[config.mk]
export PLATFORM = sky130hd
export DESIGN_NAME = ret_nop_injector_flat
export DESIGN_NICKNAME = d
export VERILOG_FILES = /design/src/rtl/ret_nop_injector_if.sv /design/src/rtl/ret_nop_injector.sv /design/src/flat_wrapper.sv
export SDC_FILE = /design/constraint.sdc
export NUM_CORES = 1
export LEC_CHECK = 0
export CORE_AREA = 2 2 240 242
export DETAILED_ROUTE_END_ITERATION = 8
export DIE_AREA = 0 0 242 244
export PLACE_DENSITY_LB_ADDON = 0.15
export SLEW_MARGIN = 20
export SYNTH_ARGS = -nofsm -noshare
export SYNTH_HDL_FRONTEND = slang
export SYNTH_SLANG_ARGS = --single-unit
[constraint.sdc]
create_clock -name clk_i -period 3.6 [get_ports clk_i]
set_clock_uncertainty 0.2 [all_clocks]
set_input_delay 0.36 -clock clk_i [delete_from_list [all_inputs] [get_ports clk_i]]
set_output_delay 0.36 -clock clk_i [all_outputs]
set_load 0.03 [all_outputs]
[src/rtl/ret_nop_injector_if.sv]
// ret_nop_injector_if.sv
// Scoreboard-entry types shared by the issue path, and the valid/ready
// entry channel used on both sides of ret_nop_injector.
//   master : drives entry/valid, samples ready (producer side)
//   slave  : samples entry/valid, drives ready (consumer side)

package ariane_pkg;

    // Functional unit that executes an entry.
    typedef enum logic [3:0] {
        NONE,
        LOAD,
        STORE,
        ALU,
        CTRL_FLOW,
        MULT,
        CSR
    } fu_t;

    // Operation carried by an entry.
    typedef enum logic [7:0] {
        ADD,
        SUB,
        ANDL,
        ORL,
        XORL,
        SLTS,
        JALR,
        BEQ
    } fu_op;

    // Exception attached to an entry; valid=1 means the entry faulted.
    typedef struct packed {
        logic [63:0] cause;
        logic [63:0] tval;
        logic        valid;
    } exception_t;

    // One decoded instruction on its way to the issue stage.
    typedef struct packed {
        logic [63:0] pc;
        logic [2:0]  trans_id;
        fu_t         fu;
        fu_op        op;
        logic [5:0]  rs1;
        logic [5:0]  rs2;
        logic [5:0]  rd;
        logic [63:0] result;
        logic        valid;
        logic        use_imm;
        logic        use_zimm;
        logic        use_pc;
        exception_t  ex;
        logic        is_compressed;
    } scoreboard_entry_t;

endpackage

interface ret_nop_injector_if;
    import ariane_pkg::*;

    scoreboard_entry_t entry;
    logic              valid;
    logic              ready;

    modport master (output entry, output valid, input ready);
    modport slave  (input entry, input valid, output ready);
endinterface

[src/rtl/ret_nop_injector.sv]
// ret_nop_injector.sv
// One-entry registered stage between decode and issue. Entries pass through
// with a valid/ready handshake; every function return (JALR x0, 0(x1) without
// an exception) is followed by one marker NOP carrying the return's pc, which
// the downstream return-tracking parser keys on.
//
// Optional feature macro: RET_NOP_INJECT_CNT_EN
//   defined   : 16-bit saturating count of injected markers on inject_count_o,
//               low byte mirrored on debug_leds_o[7:0].
//   undefined : no counter; inject_count_o and debug_leds_o[7:0] read zero.

module ret_nop_injector
    import ariane_pkg::*;
#(
    parameter fu_op       NOP_OP  = ariane_pkg::ADD,
    parameter logic [4:0] NOP_RD  = 5'b0,
    parameter logic [4:0] NOP_RS1 = 5'b0,
    parameter logic [4:0] NOP_IMM = 5'b1
) (
    input  logic                       clk_i,
    input  logic                       rst_i,
    input  logic                       flush_i,
    ret_nop_injector_if.slave          up_if,   // entry_i / entry_valid_i / entry_ready_o
    ret_nop_injector_if.master         dn_if,   // entry_o / entry_valid_o / entry_ready_i
    output logic [15:0]                inject_count_o,
    output logic [9:0]                 debug_leds_o
);

    typedef enum logic {
        S_PASS,
        S_INJECT
    } state_e;

    state_e            state_q;
    scoreboard_entry_t out_q;
    logic              out_valid_q;
    logic [63:0]       ret_pc_q;
    logic              led_ret_q;
    logic              led_nop_q;

    logic              out_fire;
    logic              accept;
    logic              is_return;
    logic              marker_load;
    scoreboard_entry_t marker;

    // Handshake terms: upstream is stalled while a marker is pending or flushing.
    assign out_fire     = out_valid_q & dn_if.ready;
    assign up_if.ready  = !flush_i && (state_q == S_PASS) && (!out_valid_q || dn_if.ready);
    assign accept       = up_if.valid & up_if.ready;
    assign is_return    = !up_if.entry.ex.valid
                          && (up_if.entry.op  == JALR)
                          && (up_if.entry.rd  == 6'd0)
                          && (up_if.entry.rs1 == 6'd1);
    assign marker_load  = !flush_i && (state_q == S_INJECT) && (!out_valid_q || out_fire);

    assign dn_if.entry  = out_q;
    assign dn_if.valid  = out_valid_q;

    // Build the marker NOP for the most recently accepted return.
    always_comb begin
        // NOTE: every field gets a value before the selective overrides below,
        // so no path leaves a bit unassigned and no latch is inferred.
        marker         = '0;
        marker.pc      = ret_pc_q;
        marker.fu      = ALU;
        marker.op      = NOP_OP;
        marker.rd      = {1'b0, NOP_RD};
        marker.rs1     = {1'b0, NOP_RS1};
        marker.result  = {59'd0, NOP_IMM};
        marker.use_imm = 1'b1;
    end

    // Pass/inject FSM owning the output register and the debug toggles.
    always_ff @(posedge clk_i) begin
        if (rst_i) begin
            // NOTE: the output entry register is reset too, because downstream
            // observes entry_o directly and it must read all-zero after reset.
            state_q     <= S_PASS;
            out_q       <= '0;
            out_valid_q <= 1'b0;
            ret_pc_q    <= '0;
            led_ret_q   <= 1'b0;
            led_nop_q   <= 1'b0;
        end else if (flush_i) begin
            // Flush wins: drop the held entry and any pending marker.
            state_q     <= S_PASS;
            out_valid_q <= 1'b0;
        end else begin
            // NOTE: non-blocking assignments throughout, so every register
            // here samples the pre-edge values of the others.
            case (state_q)
                S_PASS: begin
                    if (accept) begin
                        out_q       <= up_if.entry;
                        out_valid_q <= 1'b1;
                        if (is_return) begin
                            state_q   <= S_INJECT;
                            ret_pc_q  <= up_if.entry.pc;
                            led_ret_q <= ~led_ret_q;
                        end
                    end else if (out_fire) begin
                        out_valid_q <= 1'b0;
                    end
                end
                S_INJECT: begin
                    if (marker_load) begin
                        out_q       <= marker;
                        out_valid_q <= 1'b1;
                        state_q     <= S_PASS;
                        led_nop_q   <= ~led_nop_q;
                    end
                end
                default: begin
                    state_q <= S_PASS;
                end
            endcase
        end
    end

`ifdef RET_NOP_INJECT_CNT_EN
    logic [15:0] inject_cnt_q;
    logic [15:0] inject_cnt_d;

    // Saturating increment on each marker load.
    always_comb begin
        inject_cnt_d = inject_cnt_q;
        if (marker_load && (inject_cnt_q != 16'hFFFF)) begin
            inject_cnt_d = inject_cnt_q + 16'd1;
        end
    end

    // Marker counter register.
    always_ff @(posedge clk_i) begin
        if (rst_i) begin
            inject_cnt_q <= '0;
        end else begin
            inject_cnt_q <= inject_cnt_d;
        end
    end

    assign inject_count_o = inject_cnt_q;
`else
    assign inject_count_o = '0;
`endif

    assign debug_leds_o = {led_nop_q, led_ret_q, inject_count_o[7:0]};

endmodule

[src/flat_wrapper.sv]
// flat-port wrapper written by rule: the top's interface ports become plain ports
module ret_nop_injector_flat import ariane_pkg::*;
#(
    parameter fu_op       NOP_OP  = ariane_pkg::ADD,
    parameter logic [4:0] NOP_RD  = 5'b0,
    parameter logic [4:0] NOP_RS1 = 5'b0,
    parameter logic [4:0] NOP_IMM = 5'b1
)
  (clk_i, rst_i, flush_i, inject_count_o, debug_leds_o, up_if_entry, up_if_valid, up_if_ready, dn_if_entry, dn_if_valid, dn_if_ready);
  ret_nop_injector_if up_if_i ();
  ret_nop_injector_if dn_if_i ();
  input  logic clk_i;
  input  logic rst_i;
  input  logic flush_i;
  output logic [15:0] inject_count_o;
  output logic [9:0] debug_leds_o;
  input wire logic [$bits(up_if_i.entry)-1:0] up_if_entry;
  input wire logic [$bits(up_if_i.valid)-1:0] up_if_valid;
  output wire logic [$bits(up_if_i.ready)-1:0] up_if_ready;
  output wire logic [$bits(dn_if_i.entry)-1:0] dn_if_entry;
  output wire logic [$bits(dn_if_i.valid)-1:0] dn_if_valid;
  input wire logic [$bits(dn_if_i.ready)-1:0] dn_if_ready;
  assign up_if_i.entry = up_if_entry;
  assign up_if_i.valid = up_if_valid;
  assign up_if_ready = up_if_i.ready;
  assign dn_if_entry = dn_if_i.entry;
  assign dn_if_valid = dn_if_i.valid;
  assign dn_if_i.ready = dn_if_ready;
  ret_nop_injector #(.NOP_OP(NOP_OP), .NOP_RD(NOP_RD), .NOP_RS1(NOP_RS1), .NOP_IMM(NOP_IMM)) u_core (.clk_i(clk_i), .rst_i(rst_i), .flush_i(flush_i), .up_if(up_if_i), .dn_if(dn_if_i), .inject_count_o(inject_count_o), .debug_leds_o(debug_leds_o));
endmodule
==> metrics.csv <==
metric,value,unit
Compound-Gate Fraction of Synth Area,19.1,%
Synth Area in Adders,0,%
clk slew on worst S/H paths,60,ps
total track usage,16.6,%
Synth-to-Final Area Change,54.8,%
detailed placement HPWL,37300,µm
Num CTS Buffers,43,
max-cap violations,0,
Post-Synthesis Cells,1391,
"commonest non-fill, non-tap cell in the layout",clkdlybuf4s50_1,
WP data arrival,2310,ps
die height,244,µm
f_max,0.348,GHz
row count,87,
Post-Place Worst Slack,378,ps
Initial Util,25.4,%
worst vdd ir,0.000322,V
worst skew pair latency,550,ps
Synth Warn #,0,
Layout Utilization,39.3,%
vias in the first global route,11600,
Final Cycle Share,79.8,%
Least-Margin Pin Slew,821,ps
max-slew violation count,0,
CTS resizes,0,
drc violations,0,
Worst EP required,3040,ps
crit start category,register,
max_slew headroom,45.2,%
status,"finished, final reports clean",
sequential fraction of the synthesis area,50.9,%
LEAKAGE,7.60,nW
clk sinks,363,
H-tree Lvls,2,
vias post-DR,12100,
Setup WS post-layout,728,ps
FF/Latch Area,7270,µm²
fraction of layout instances using a drive strength above 1,9.98,%
type of the worst min-delay path,input port to register,
TritonCTS clock tree,built,
number of unique standard cell types used by synthesis,32,
crit path kind,register to output port,
1st-pass router iterations,5,
Internal Power,7.34,mW
"critical path fanouts, max",9,
antenna-violating nets left,0,
I/O pin cnt,623,
Initial DRC Count,491,
CTS root buffer,clkbuf_16,
combinational family with the most area after synthesis,compound AO/OA/AOI/OAI gates,
largest net degree at the start of global routing,130,
setup violators final,0,
Synth Cell Area,14300,µm²
multi-input logic area,6200,µm²
syn_area_per_cell,10.3,µm²
first-pass GRT wire length,75500,µm
sequential share of power,42.8,%
Cell Pwr Density,454,nW/µm²
RSZ-0062 raised after global routing,false,
Synth Area in XOR/XNOR,0.0614,%
crit end category,output port,
DR vias/cell,4.46,
gr ovfl total,0,
endpoints failing hold,0,
Final #Nets,2232,
CTS hold repair buffers,0,
Synth Area in Simple Gates,14.5,%
Total Power,10.0,mW
IO buf count,598,
Final Wtd Congestion,0.785,
full die area,59000,µm²
Sw Pwr,2.67,mW
post-layout min period,2870,ps
multiplexer share of the synthesized area,9.06,%
Final Non-Filler Cells,2714,
WL final,51600,µm
Max clock buf depth,3,
routed length per placed instance,19.0,µm
clock share of power,40.2,%
Synth Register Bits,363,
logic gate share of total power,17.0,%
core footprint,56200,µm²
initial antenna violation count,5,
Setup TNS,0,ps
# fillers,5641,
Cells after DPL,2643,
number of setup buffers added after CTS,0,
Sw Share,26.7,%
"commonest non-fill, non-tap cells in the layout","clkdlybuf4s50_1 (597), dfxtp_1 (362), nor2_1 (299)",
Die Wd,242,µm
[area by class of cell]
type | instances | share of cell area [%]
timing repair buffer | 628 | 28.9
clock inverter | 7 | 0.187
sequential | 363 | 32.9
antenna | 4 | 0.0453
clock buffer | 60 | 5.54
tap | 756 | 4.28
multi-input combinational | 896 | 28.1
[per-stage QoR]
| stage | area [µm²] | hold slack (ps) |
|---|---|---|
| 2_1_floorplan | 14400 | 248 |
| 3_3_place_gp | 20800 | 258 |
| 3_5_place_dp | 20800 | 265 |
| 4_1_cts | 22100 | 84.1 |
| 5_1_grt | 22100 | 142 |
| 6_report | 22100 | 110 |
[cells by family (layout without fill, tap and decap cells)]
logic type                Yosys count  after routing
buffers and inverters             155            695
DFF                               363            363
and+or+nand+nor                   445            445
xor gates and xnor gates            1              1
AOI/OAI and AO/OA                 297            297
muxes                             129            129
other                               1             28
[cell usage after synthesis, drive strengths merged]
master	n	area share, %
dfxtp	363	51
nor2	299	7.9
a22oi	226	15
mux2i	128	9.0
nand2b	128	5.6
buf	99	4.9
a211oi	64	3.4
clkbuf	56	1.5
o22ai	4	0.18
nor3	3	0.18
nor4	3	0.13
nor4b	3	0.23
nor2b	2	0.088
a21oi	1	0.035
and2	1	0.044
and3	1	0.044
and4	1	0.061
conb	1	0.026
mux2	1	0.079
nand3b	1	0.053
nor3b	1	0.053
o21a	1	0.053
o31a	1	0.061
or3	1	0.044
or4b	1	0.070
xnor2	1	0.061
[worst max-delay path, stage by stage, from the launching register on]
cell             delay [ps]
dfxtp_1                 350
nor2b_1                 670
nor3_1                   90
clkdlybuf4s50_1         650
[flip-flops by register name, summed over array words and instances, names as in the netlist]
| signal | cells |
|---|---|
| u_core.dn_if.entry | 295 |
| u_core.dn_if.valid | 1 |
| u_core.led_nop_q | 1 |
| u_core.led_ret_q | 1 |
| u_core.ret_pc_q | 64 |
| u_core.state_q | 1 |
[routing by layer]
metal	GRT usage, %	wire, µm
met5	0	12
met4	4.94	1300
met3	5.56	3940
met2	27.7	24800
met1	20.2	21500
[power by group through the flow]
| stage | Combinational, mW | Sequential (mW) | Clock, mW |
|---|---|---|---|
| after CTS | 1.73 | 4.29 | 4.21 |
| after floorplan | 0.558 | 4.70 | 0 |
| after global routing | 1.81 | 4.31 | 4.35 |
| after detailed placement | 1.72 | 4.37 | 0 |
| after global placement | 1.71 | 4.37 | 0 |
| final | 1.70 | 4.29 | 4.03 |
[path summary, 6_finish.rpt]
path                                                       start                                    to  slack, ps  depth (start not counted)
worst min-delay path                                       rst_i    u_core.dn_if.entry[1]$_SDFFE_PP0P_        110                          2
worst min register to register  u_core.ret_pc_q[15]$_SDFFE_PP0P_      u_core.ret_pc_q[15]$_SDFFE_PP0P_        270                          2
worst max-delay path             u_core.dn_if.valid$_SDFFE_PP0P_                           up_if_ready        730                          3
worst max register to register   u_core.dn_if.valid$_SDFFE_PP0P_  u_core.dn_if.entry[191]$_SDFFE_PP0P_       1070                          5
No activity file was read; power rests on OpenSTA's default activity.
